$ cat src/rtl/alu_pkg.sv
// rtl/alu_pkg.sv - opcode and state definitions shared by the sequential ALU
package alu_pkg;

    localparam logic [2:0] OP_FWD  = 3'b000;
    localparam logic [2:0] OP_ADD  = 3'b001;
    localparam logic [2:0] OP_AND  = 3'b010;
    localparam logic [2:0] OP_OR   = 3'b011;
    localparam logic [2:0] OP_MULT = 3'b100;
    localparam logic [2:0] OP_SLL  = 3'b101;
    localparam logic [2:0] OP_SRA  = 3'b110;
    localparam logic [2:0] OP_ROR  = 3'b111;

    typedef enum logic {
        ST_IDLE = 1'b0,
        ST_RUN  = 1'b1
    } state_t;

    function automatic logic is_shift(input logic [2:0] op);
        return (op == OP_SLL) || (op == OP_SRA) || (op == OP_ROR);
    endfunction

endpackage

$ cat src/rtl/alu_iter_unit.sv
// rtl/alu_iter_unit.sv - bit-serial multiply and shift datapath with down-counter
module alu_iter_unit
    import alu_pkg::*;
#(
    parameter int WIDTH = 8,
    localparam int SHW = $clog2(WIDTH),
    localparam int CW  = SHW + 1
) (
    input  logic             clk,
    input  logic             rst,
    input  logic             load,
    input  logic [2:0]       op,
    input  logic [WIDTH-1:0] a,
    input  logic [WIDTH-1:0] b,
    input  logic [CW-1:0]    cnt_init,
    output logic             last_step,
    output logic [WIDTH-1:0] result
);

    logic [2:0]       op_q;
    logic [WIDTH-1:0] acc;
    logic [WIDTH-1:0] mcand;
    logic [WIDTH-1:0] mplier;
    logic [WIDTH-1:0] shreg;
    logic [CW-1:0]    cnt;
    logic [WIDTH-1:0] step_val;

    // step_val is the value after the step taken on the coming edge, so the
    // top can capture it directly on the final step.
    always_comb begin
        step_val = shreg;
        case (op_q)
            OP_MULT: step_val = acc + (mplier[0] ? mcand : '0);
            OP_SLL:  step_val = {shreg[WIDTH-2:0], 1'b0};
            OP_SRA:  step_val = {shreg[WIDTH-1], shreg[WIDTH-1:1]};
            OP_ROR:  step_val = {shreg[0], shreg[WIDTH-1:1]};
            default: step_val = shreg;
        endcase
    end

    assign result    = step_val;
    assign last_step = (cnt == CW'(1));

    always_ff @(posedge clk or posedge rst) begin
        if (rst) begin
            op_q   <= OP_FWD;
            acc    <= '0;
            mcand  <= '0;
            mplier <= '0;
            shreg  <= '0;
            cnt    <= '0;
        end else if (load) begin
            op_q   <= op;
            acc    <= '0;
            mcand  <= a;
            mplier <= b;
            shreg  <= a;
            cnt    <= cnt_init;
        end else if (cnt != '0) begin
            cnt <= cnt - 1'b1;
            if (op_q == OP_MULT) begin
                acc    <= step_val;
                mcand  <= {mcand[WIDTH-2:0], 1'b0};
                mplier <= {1'b0, mplier[WIDTH-1:1]};
            end else begin
                shreg <= step_val;
            end
        end
    end

endmodule

$ cat src/rtl/alu_seq.sv
// rtl/alu_seq.sv - clocked ALU with single-cycle logic ops and iterative mult/shift
module alu_seq
    import alu_pkg::*;
#(
    parameter int WIDTH = 8,
    localparam int SHW = $clog2(WIDTH)
) (
    input  logic             CLK,
    input  logic             RESET,
    input  logic             START,
    input  logic [2:0]       SELECT,
    input  logic [WIDTH-1:0] DATA1,
    input  logic [WIDTH-1:0] DATA2,
    output logic [WIDTH-1:0] RESULT,
    output logic             ZERO,
    output logic             BUSY,
    output logic             DONE
);

    localparam int CW = SHW + 1;

    state_t           state;
    state_t           state_next;
    logic [SHW-1:0]   amt;
    logic             multi;
    logic [CW-1:0]    cnt_init;
    logic [WIDTH-1:0] single_val;
    logic             load;
    logic             wr_en;
    logic [WIDTH-1:0] wr_val;
    logic             last_step;
    logic [WIDTH-1:0] iter_result;

    assign amt      = DATA2[SHW-1:0];
    assign multi    = (SELECT == OP_MULT) || (is_shift(SELECT) && (amt != '0));
    assign cnt_init = (SELECT == OP_MULT) ? CW'(WIDTH) : {1'b0, amt};
    assign BUSY     = (state == ST_RUN);

    // A shift by zero completes immediately and returns DATA1 unchanged.
    always_comb begin
        single_val = DATA1;
        case (SELECT)
            OP_FWD:  single_val = DATA2;
            OP_ADD:  single_val = DATA1 + DATA2;
            OP_AND:  single_val = DATA1 & DATA2;
            OP_OR:   single_val = DATA1 | DATA2;
            default: single_val = DATA1;
        endcase
    end

    always_comb begin
        state_next = state;
        load       = 1'b0;
        wr_en      = 1'b0;
        wr_val     = single_val;
        case (state)
            ST_IDLE: begin
                if (START) begin
                    if (multi) begin
                        load       = 1'b1;
                        state_next = ST_RUN;
                    end else begin
                        wr_en = 1'b1;
                    end
                end
            end
            ST_RUN: begin
                if (last_step) begin
                    wr_en      = 1'b1;
                    wr_val     = iter_result;
                    state_next = ST_IDLE;
                end
            end
            default: state_next = ST_IDLE;
        endcase
    end

    always_ff @(posedge CLK or posedge RESET) begin
        if (RESET) begin
            state <= ST_IDLE;
        end else begin
            state <= state_next;
        end
    end

    always_ff @(posedge CLK or posedge RESET) begin
        if (RESET) begin
            RESULT <= '0;
            ZERO   <= 1'b1;
            DONE   <= 1'b0;
        end else begin
            DONE <= wr_en;
            if (wr_en) begin
                RESULT <= wr_val;
                ZERO   <= (wr_val == '0);
            end
        end
    end

    alu_iter_unit #(.WIDTH(WIDTH)) u_iter (
        .clk       (CLK),
        .rst       (RESET),
        .load      (load),
        .op        (SELECT),
        .a         (DATA1),
        .b         (DATA2),
        .cnt_init  (cnt_init),
        .last_step (last_step),
        .result    (iter_result)
    );

endmodule
$ cat config.mk
export PLATFORM = sky130hd
export DESIGN_NAME = alu_seq
export DESIGN_NICKNAME = d
export VERILOG_FILES = /design/src/rtl/alu_pkg.sv /design/src/rtl/alu_iter_unit.sv /design/src/rtl/alu_seq.sv
export SDC_FILE = /design/constraint.sdc
export NUM_CORES = 1
export LEC_CHECK = 0
export ABC_AREA = 1
export CORE_MARGIN = 3
export CORE_UTILIZATION = 25
export DETAILED_ROUTE_END_ITERATION = 10
export DONT_BUFFER_PORTS = 1
export PLACE_DENSITY = 0.45
export SETUP_SLACK_MARGIN = 0.05
export SLEW_MARGIN = 20
export SYNTH_ARGS = -nofsm -noshare
export SYNTH_HDL_FRONTEND = slang
export SYNTH_HIERARCHICAL = 1
export SYNTH_SLANG_ARGS = --single-unit
$ cat constraint.sdc
create_clock -name CLK -period 4.87 [get_ports CLK]
set_input_delay 0.974 -clock CLK [delete_from_list [all_inputs] [get_ports CLK]]
set_output_delay 0.974 -clock CLK [all_outputs]
set_load 0.05 [all_outputs]
After elaboration in Yosys (flattened, before gate mapping). Cells that the tools add are included.

Add/subtract/negate cells: 3. Eq/ne operators: 13. Mux-type cells: 29. Bitwise logic cells: 3. Reductions and logical operators: 12.

Operators by type and width (count): $mux 8 (15); $pmux 8 s4 (2); $eq 3x3->1 const B (8); $add 8x8->8 (2); $mux 4 (3); $and 8x8->8 (1); $logic_not 8->1 (1); $or 8x8->8 (1); $mux 1 (7); $eq 3x2->1 const B (2); $eq 4x1->1 const B (1); $pmux 1 s2 (2); $reduce_and 2->1 (2); $reduce_bool 2->1 (2); $reduce_bool 4->1 (1); $sub 4x1->4 const B (1); $eq 3x1->1 const B (1); $logic_not 3->1 (1); $logic_or 1x1->1 (3); $reduce_bool 3->1 (1); $ne 2x2->1 const B (1); $logic_and 1x1->1 (1); $not 1->1 (1).

Flip-flop bits (word level): 50. Bits of input ports: 22. Output and inout port bits: 11.

Logic depth before layout (Yosys ltp). Gate-level depths: netlist (run 1).

Depth in word-level cells: 10. Mapped depth: 17. Depth with buffers taken out: 16.

Modules after synthesis. Netlist (run 1), hierarchy kept.

By module, submodules not included: alu_iter_unit (instances 1, cells an instance 320, area each 2407.3 µm², seq. area each 975.9 µm²); alu_seq (instances 1, cells an instance 235, area each 1453.9 µm², seq. area each 276.5 µm²).

Worst setup path after synthesis (run 1). OpenSTA, ideal clock, no wires.

Path type: in2reg. From: input DATA1[0]. To: register ZERO. Library setup time: 0.060 ns. Data arrival time: 2.363 ns. Required time: 4.810 ns. Setup slack: 2.447 ns. Stages on the path: 12. Buffers on the path: 0. Path through: ha_1 > fa_1 > nand3_1 > nand2_1 > nand2_1 > nand2_1 > or2_1 > nand3_1 > nand2_1 > nand2_1 > nand4_1 > nand2_1.

Word-level cells in the longest chain between the ends: 5. Elaborated cells between the ends (all ways): 7. Classes of those cells: 1 x add/sub; 3 x mux; 2 x bitwise; 1 x reduce/logical.

RTL lines: start, declared (line alu_seq.sv:12) `input logic [WIDTH-1:0] DATA1,`; $add 8x8->8, or another cell as far along (line alu_seq.sv:44) `OP_ADD: single_val = DATA1 + DATA2;`; $pmux 8 s4 * (line alu_seq.sv:42) `case (SELECT)`; $mux 8 (line alu_seq.sv:68) `if (last_step) begin`; $mux 8 * (line alu_seq.sv:56) `case (state)`; $logic_not 8->1 * (line alu_seq.sv:95) `ZERO <= (wr_val == '0);`; end signal, assigned (line alu_seq.sv:95); end, declared (line alu_seq.sv:15) `output logic ZERO,`.

Mark *: on every way between the ends. The rest lies on a longest branch, timed or not. A chain may end at the register's enable or synchronous reset.

Worst setup path in the final report (run 1).
From: input DATA2[1]. To: register u_iter.mcand[6].

Word-level cells in the longest chain between the ends: 8. Elaborated cells between the ends (all ways): 10. Classes of those cells: 4 x mux; 6 x reduce/logical.

RTL lines: start, declared (line alu_seq.sv:13) `input logic [WIDTH-1:0] DATA2,`; $reduce_bool 3->1 * (line alu_seq.sv:35) `assign multi = (SELECT == OP_MULT) || (is_shift(SELECT) && (amt != '0));`; $logic_and 1x1->1 * (line alu_seq.sv:35); $logic_or 1x1->1 * (line alu_seq.sv:35); $mux 1 * (line alu_seq.sv:59) `if (multi) begin`; $mux 1 * (line alu_seq.sv:58) `if (START) begin`; $mux 1 * (line alu_seq.sv:56); via load (line alu_seq.sv:28) `logic load;`; $reduce_bool 2->1 (no line); $reduce_and 2->1 (no line); end signal, assigned (line alu_iter_unit.sv:63) `mcand <= {mcand[WIDTH-2:0], 1'b0};`; end, declared (line alu_iter_unit.sv:22) `logic [WIDTH-1:0] mcand;`.

The timed path passes the listed nets; every way through them passes the cells marked *.

==> flow_metrics.env, run 1 <==
export IMPL_pin_count=33
export IMPL_yosys_warnings=6
export IMPL_cts_root_buf="clkbuf_16"
export IMPL_first_global_vias=3273
export IMPL_finalHoldViolations=0
export IMPL_maxSlewHeadroom_pct=54.91
export IMPL_grt_max_degree=40
export IMPL_area_delta_synth_final_pct=8.652
export IMPL_overflow=0
export IMPL_die_area_um2=16970
export IMPL_p_per_area_nw_per_um2=570.7
export IMPL_dieWidth_um=130.3
export IMPL_cts_tree="yes"
export IMPL_finalCriticalPeriod_ps=2769
export IMPL_status="completed"
export IMPL_skew_ps=4.062
export IMPL_syn_inst=555
export IMPL_clock_sink_count=50
export IMPL_ys_flop_type="dfrtp_1"
export IMPL_grtUsageTotal_pct=13.29
export IMPL_cp_required_ps=5080
export IMPL_totalWireLength_um=11030
export IMPL_timing_hold_ws_ps=491.8
export IMPL_cap_violations=0
export IMPL_antenna_found_initial=0
export IMPL_setup_ws_ps=2101
export IMPL_finalSetupViolations=0
export IMPL_setup_tns_ps=0
export IMPL_cts_made_buffers=5
export IMPL_p_leak_nw=2.190
export IMPL_routedWlPerCell_um=14.99
export IMPL_irDropWorstVdd_uv=218.9
export IMPL_cts_buffer_depth=2
export IMPL_syn_cell_area_um2=3861
export IMPL_layout_drive_gt1_share_pct=11.23
export IMPL_worstMarginPinSlew_ps=675.6
export IMPL_slew_viol_final=0
export IMPL_port_buffers=0
export IMPL_dpl_hpwl_um=8873
export IMPL_avgSynthCellArea_um2=6.957
export IMPL_fmax_mhz=361.1
export IMPL_yosysUniqueCellTypes=41
export IMPL_post_cts_setup_buffers=0
export IMPL_seq_area_frac_synth_pct=32.44
export IMPL_cp_arrival_ps=2980
export IMPL_final_nets=601
export IMPL_drtIter0Drc=212
export IMPL_finalPower_mw=2.394
export IMPL_pre_cts_ws_ps=1794
export IMPL_hp_class="reg -> reg"
export IMPL_ctsHoldBuffers=0
export IMPL_async_flop_share_pct=100.0
export IMPL_clkTransAtPathRegs_ps=60
export IMPL_initial_core_util_pct=26.07
export IMPL_core_area_um2=14810
export IMPL_critPathKind="in -> reg"
export IMPL_ant_nets=0
export IMPL_vias=3402
export IMPL_grt_pass1_wl_um=17620
export IMPL_std_cell_rows=44
export IMPL_ys_ff_latch=50
export IMPL_rsz0062_at_grt="no"
export IMPL_clock_latency_ps=290
export IMPL_dr_pass1_iters=4
export IMPL_h_tree_depth=2
export IMPL_drc_errors=0
export IMPL_critPathCaptureType="register"
export IMPL_fin_crit_sh_pct=56.87
export IMPL_crit_path_max_fanout=30
export IMPL_vias_per_cell=4.622
export IMPL_syn_num_nets=605
export IMPL_dieHeight_um=130.3
export IMPL_place_gp_congestion=0.8278
export IMPL_synth_edff_count=0
export IMPL_n_antenna_cell=0
export IMPL_post_cts_resize_count=0
export IMPL_worstSetupStartpointType="primary input"
[cell type report]
type                            count  area, µm²
Fill cell                        1655      10610
Multi-Input combinational cell    392       2155
Sequential cell                    50       1252
Inverter                          100      380.4
Tap cell                          184      230.2
Clock buffer                        7      132.6
Clock inverter                      1      30.03
Timing Repair Buffer                2      15.01
[worst max-delay path: stages]
cell,delay (ps)
nor2_1,170
nand3_2,100
nand2_2,100
nor2_2,40
buf_4,220
inv_1,540
nand2_2,310
inv_2,330
a21oi_1,100
o21ai_0,90
[state kept, by name, indices dropped and copies added, names as in the netlist]
register and cells:
ZERO 1, u_iter/op_q 3, RESULT 8, u_iter/cnt 4, u_iter/mcand 8, BUSY 1
DONE 1, u_iter/mplier 8, u_iter/acc 8, u_iter/shreg 8
[cell families (layout without fill, tap and decap cells)]
family / Yosys count / count (layout) / synth area share, %
flops: 50 / 50 / 32.44
simple gates: 273 / 273 / 31.63
buf+inv: 113 / 110 / 11.83
xor+xnor: 3 / 3 / 0.6806
compound gates: 88 / 88 / 13.97
fa+ha+maj: 28 / 28 / 9.462
[placed cells by master, fill, tap and decap left out, types with 2 or more instances in the layout]
cell / count
inv_2: 15
clkbuf_1: 2
nand2_1: 158
or2_2: 7
nand3_2: 9
o22ai_1: 4
nand3b_1: 3
dfrtp_1: 49
buf_4: 2
ha_1: 26
a21boi_0: 3
o221ai_1: 6
o21ai_0: 21
nor2_2: 4
o21ai_1: 14
a21oi_1: 20
nand3_1: 34
clkbuf_16: 5
a21boi_2: 3
nand2_2: 10
a31oi_1: 3
fa_1: 2
o211ai_1: 10
nor2_1: 37
nand4_1: 6
xor2_1: 2
inv_1: 84
[report_power, final]
group,internal [mW],total [mW],switching [mW]
Sequential,0.609,0.912,0.302
Combinational,0.390,1.09,0.700
Clock,0.243,0.393,0.150
[layer usage]
layer | track usage [%] | up-vias | routed length, µm
met3 | 2.783 | 4 | 760
met2 | 19.52 | 79 | 4734
met1 | 20.26 | 1562 | 5464
met5 | 0 | - | 0
li1 | - | 1757 | -
met4 | 2.139 | 0 | 73
[per-stage QoR]
step	utilization, %	std cells	area, µm²
detailed placement	27.23	728	4033
CTS	28.33	736	4195
floorplan	-	555	3861
finish	28.33	736	4195
global route	28.33	736	4195
global placement	27.23	728	4033
[cells in the mapped netlist, types with 4 or more instances]
master	instances	area share, %
o22ai_1	4	0.65
o21ai_1	14	1.8
nand3_1	34	4.4
nand2_1	158	15
dfrtp_1	49	32
inv_1	84	8.2
a21oi_1	20	2.6
o221ai_1	6	1.4
ha_1	26	8.4
or2_2	7	1.1
nand3_2	9	2.3
clkbuf_1	4	0.39
nand2_2	10	1.6
o21ai_0	21	2.7
inv_2	15	1.5
nand4_1	6	0.97
buf_2	4	0.52
o211ai_1	10	1.9
nor2_1	38	3.7
[worst paths after layout]
kind	from	endpoint	slack (ps)	depth (start not counted)
worst max-delay path	DATA2[1]	u_iter/mcand[6]	2100	10
worst min-delay path	u_iter/acc[4]	u_iter/acc[4]	490	2
worst max register to register	BUSY	u_iter/mcand[6]	2140	9
worst min register to register	u_iter/acc[4]	u_iter/acc[4]	490	2
max in group asynchronous	RESET	u_iter/acc[7]	3800	2
min in group asynchronous	RESET	RESULT[0]	560	1
No activity file was read; power rests on OpenSTA's default activity.
==> run 2: changes to the inputs <==
==> constraint.sdc (replaced) <==
create_clock -name CLK -period 2.75 [get_ports CLK]
set_input_delay 0.55 -clock CLK [delete_from_list [all_inputs] [get_ports CLK]]
set_output_delay 0.55 -clock CLK [all_outputs]
set_load 0.05 [all_outputs]
==> run 2 against run 1 <==
Effect of this change: non-clock buffer count grew 1; cell area grew 0.27%; worst hold slack lost 370 ps; clock skew grew 1.0 ps; via count grew 3.5%; critical endpoint is now ZERO; sequential cell count is the same; sequential power grew 77%; largest power group unchanged.
==> flow_metrics.env, run 2 (same netlist as run 1, synthesis figures left out) <==
export IMPL_status="completed"
export IMPL_hp_class="in -> async"
export IMPL_switchingPower_mw=2.092
export IMPL_drc_errors=0
export IMPL_cts_made_buffers=5
export IMPL_internal_power_mw=2.204
export IMPL_final_common_cell="nand2_1"
export IMPL_initial_core_util_pct=26.07
export IMPL_core_area_um2=14810
export IMPL_cts_buffer_depth=2
export IMPL_post_cts_resize_count=0
export IMPL_p_clk_share_pct=16.6
export IMPL_port_buffers=0
export IMPL_clock_sink_count=50
export IMPL_final_nets=602
export IMPL_totalWireLength_um=11550
export IMPL_n_antenna_cell=0
export IMPL_irDropWorstVdd_uv=363.0
export IMPL_drtIter0Drc=291
export IMPL_dieHeight_um=130.3
export IMPL_routedWlPerCell_um=15.67
export IMPL_dr_pass1_iters=5
export IMPL_power_frac_comb_pct=45.8
export IMPL_swShare_pct=48.69
export IMPL_clkTransAtPathRegs_ps=70
export IMPL_crit_path_max_fanout=10
export IMPL_worstSetupStartpointType="register"
export IMPL_worstMarginPinSlew_ps=564.1
export IMPL_maxSlewHeadroom_pct=62.00
export IMPL_timing_hold_ws_ps=123.4
export IMPL_ctsHoldBuffers=0
export IMPL_slew_viol_final=0
export IMPL_dpl_hpwl_um=9207
export IMPL_cts_root_buf="clkbuf_16"
export IMPL_setup_tns_ps=0
export IMPL_pin_count=33
export IMPL_pwr_share_seq_pct=37.6
export IMPL_finalCriticalPeriod_ps=2536
export IMPL_skew_ps=5.064
export IMPL_p_leak_nw=2.194
export IMPL_h_tree_depth=2
export IMPL_vias=3522
export IMPL_first_global_vias=3324
export IMPL_worst_r2r_setup_slack_ps=210
export IMPL_final_cell_mix="nand2_1, inv_1, dfrtp_1"
export IMPL_clock_latency_ps=290
export IMPL_cts_tree="yes"
export IMPL_critPathCaptureType="register"
export IMPL_p_per_area_nw_per_um2=1021
export IMPL_area_delta_synth_final_pct=8.944
export IMPL_cp_arrival_ps=2780
export IMPL_rsz0062_at_grt="no"
export IMPL_finalPower_mw=4.295
export IMPL_vias_per_cell=4.779
export IMPL_finalHoldViolations=0
export IMPL_cp_required_ps=2990
export IMPL_cap_violations=0
export IMPL_critPathKind="reg -> reg"
export IMPL_layout_drive_gt1_share_pct=11.57
export IMPL_fin_crit_sh_pct=92.23
export IMPL_antenna_found_initial=0
export IMPL_die_area_um2=16970
export IMPL_fmax_mhz=394.3
export IMPL_dieWidth_um=130.3
export IMPL_grtUsageTotal_pct=13.83
export IMPL_grt_pass1_wl_um=18260
export IMPL_post_cts_setup_buffers=0
export IMPL_std_cell_rows=44
export IMPL_grt_max_degree=40
export IMPL_ant_nets=0
export IMPL_overflow=0
export IMPL_finalSetupViolations=0
export IMPL_place_gp_congestion=0.8408
## run 2: changes by cell type in the layout (fill, tap and decap cells not counted), sizes merged
cell	previous run	this run
buf	2	3
clkbuf	7	6
clkinvlp	0	1
## run 2: worst max-delay path, stage by stage (launching register included)
cell	delay, ps
dfrtp_1	490
nand2_1	120
inv_1	40
ha_1	200
fa_1	410
nand3_1	90
nand2_1	90
nor2_1	110
nor2_1	50
nand2_1	70
a21boi_2	70
or2_2	290
nand2_1	100
nand2_1	60
nor2_1	110
nand4_1	90
nand2_1	90
## run 2: metal layers
| layer | part of all wire (%) | track usage, % |
|---|---|---|
| met2 | 41 | 19.46 |
| met4 | 1.0 | 2.506 |
| met3 | 5.4 | 2.661 |
| met1 | 52 | 21.82 |
| met5 | 0 | 0 |
## run 2: through the flow
step	utilization (%)	std cells	worst slack (ps)	instance area (µm²)
final	28.40	737	213.8	4207
after global routing	28.40	737	50.14	4207
after CTS	28.40	737	254.0	4207
after detailed placement	27.28	729	271.5	4040
after global placement	27.28	729	326.6	4040
after floorplan	-	555	484.9	3861
## run 2: layout make-up
class | instances | area (µm²)
Clock buffer | 6 | 128.9
Clock inverter | 2 | 37.54
Fill cell | 1645 | 10600
Inverter | 100 | 380.4
Multi-Input combinational cell | 392 | 2155
Sequential cell | 50 | 1252
Tap cell | 184 | 230.2
Timing Repair Buffer | 3 | 22.52
## run 2: final timing paths
| path | cells after the start | endpoint | startpoint |
|---|---|---|---|
| min reg2reg | 2 | u_iter/acc[3] | u_iter/acc[3] |
| min in group CLK | 2 | u_iter/mplier[1] | DATA2[1] |
| max in group asynchronous | 2 | u_iter/shreg[0] | RESET |
| min | 1 | BUSY | RESET |
| max reg2reg | 16 | ZERO | u_iter/mplier[0] |
| max | 16 | ZERO | u_iter/mplier[0] |
## run 2: power groups by stage
stage	sequential (mW)	clock, mW	combinational [mW]
finish	1.61	0.713	1.97
global placement	1.62	0	1.96
global route	1.66	0.762	2.25
floorplan	1.51	0	1.57
CTS	1.61	0.733	1.98
detailed placement	1.62	0	1.97
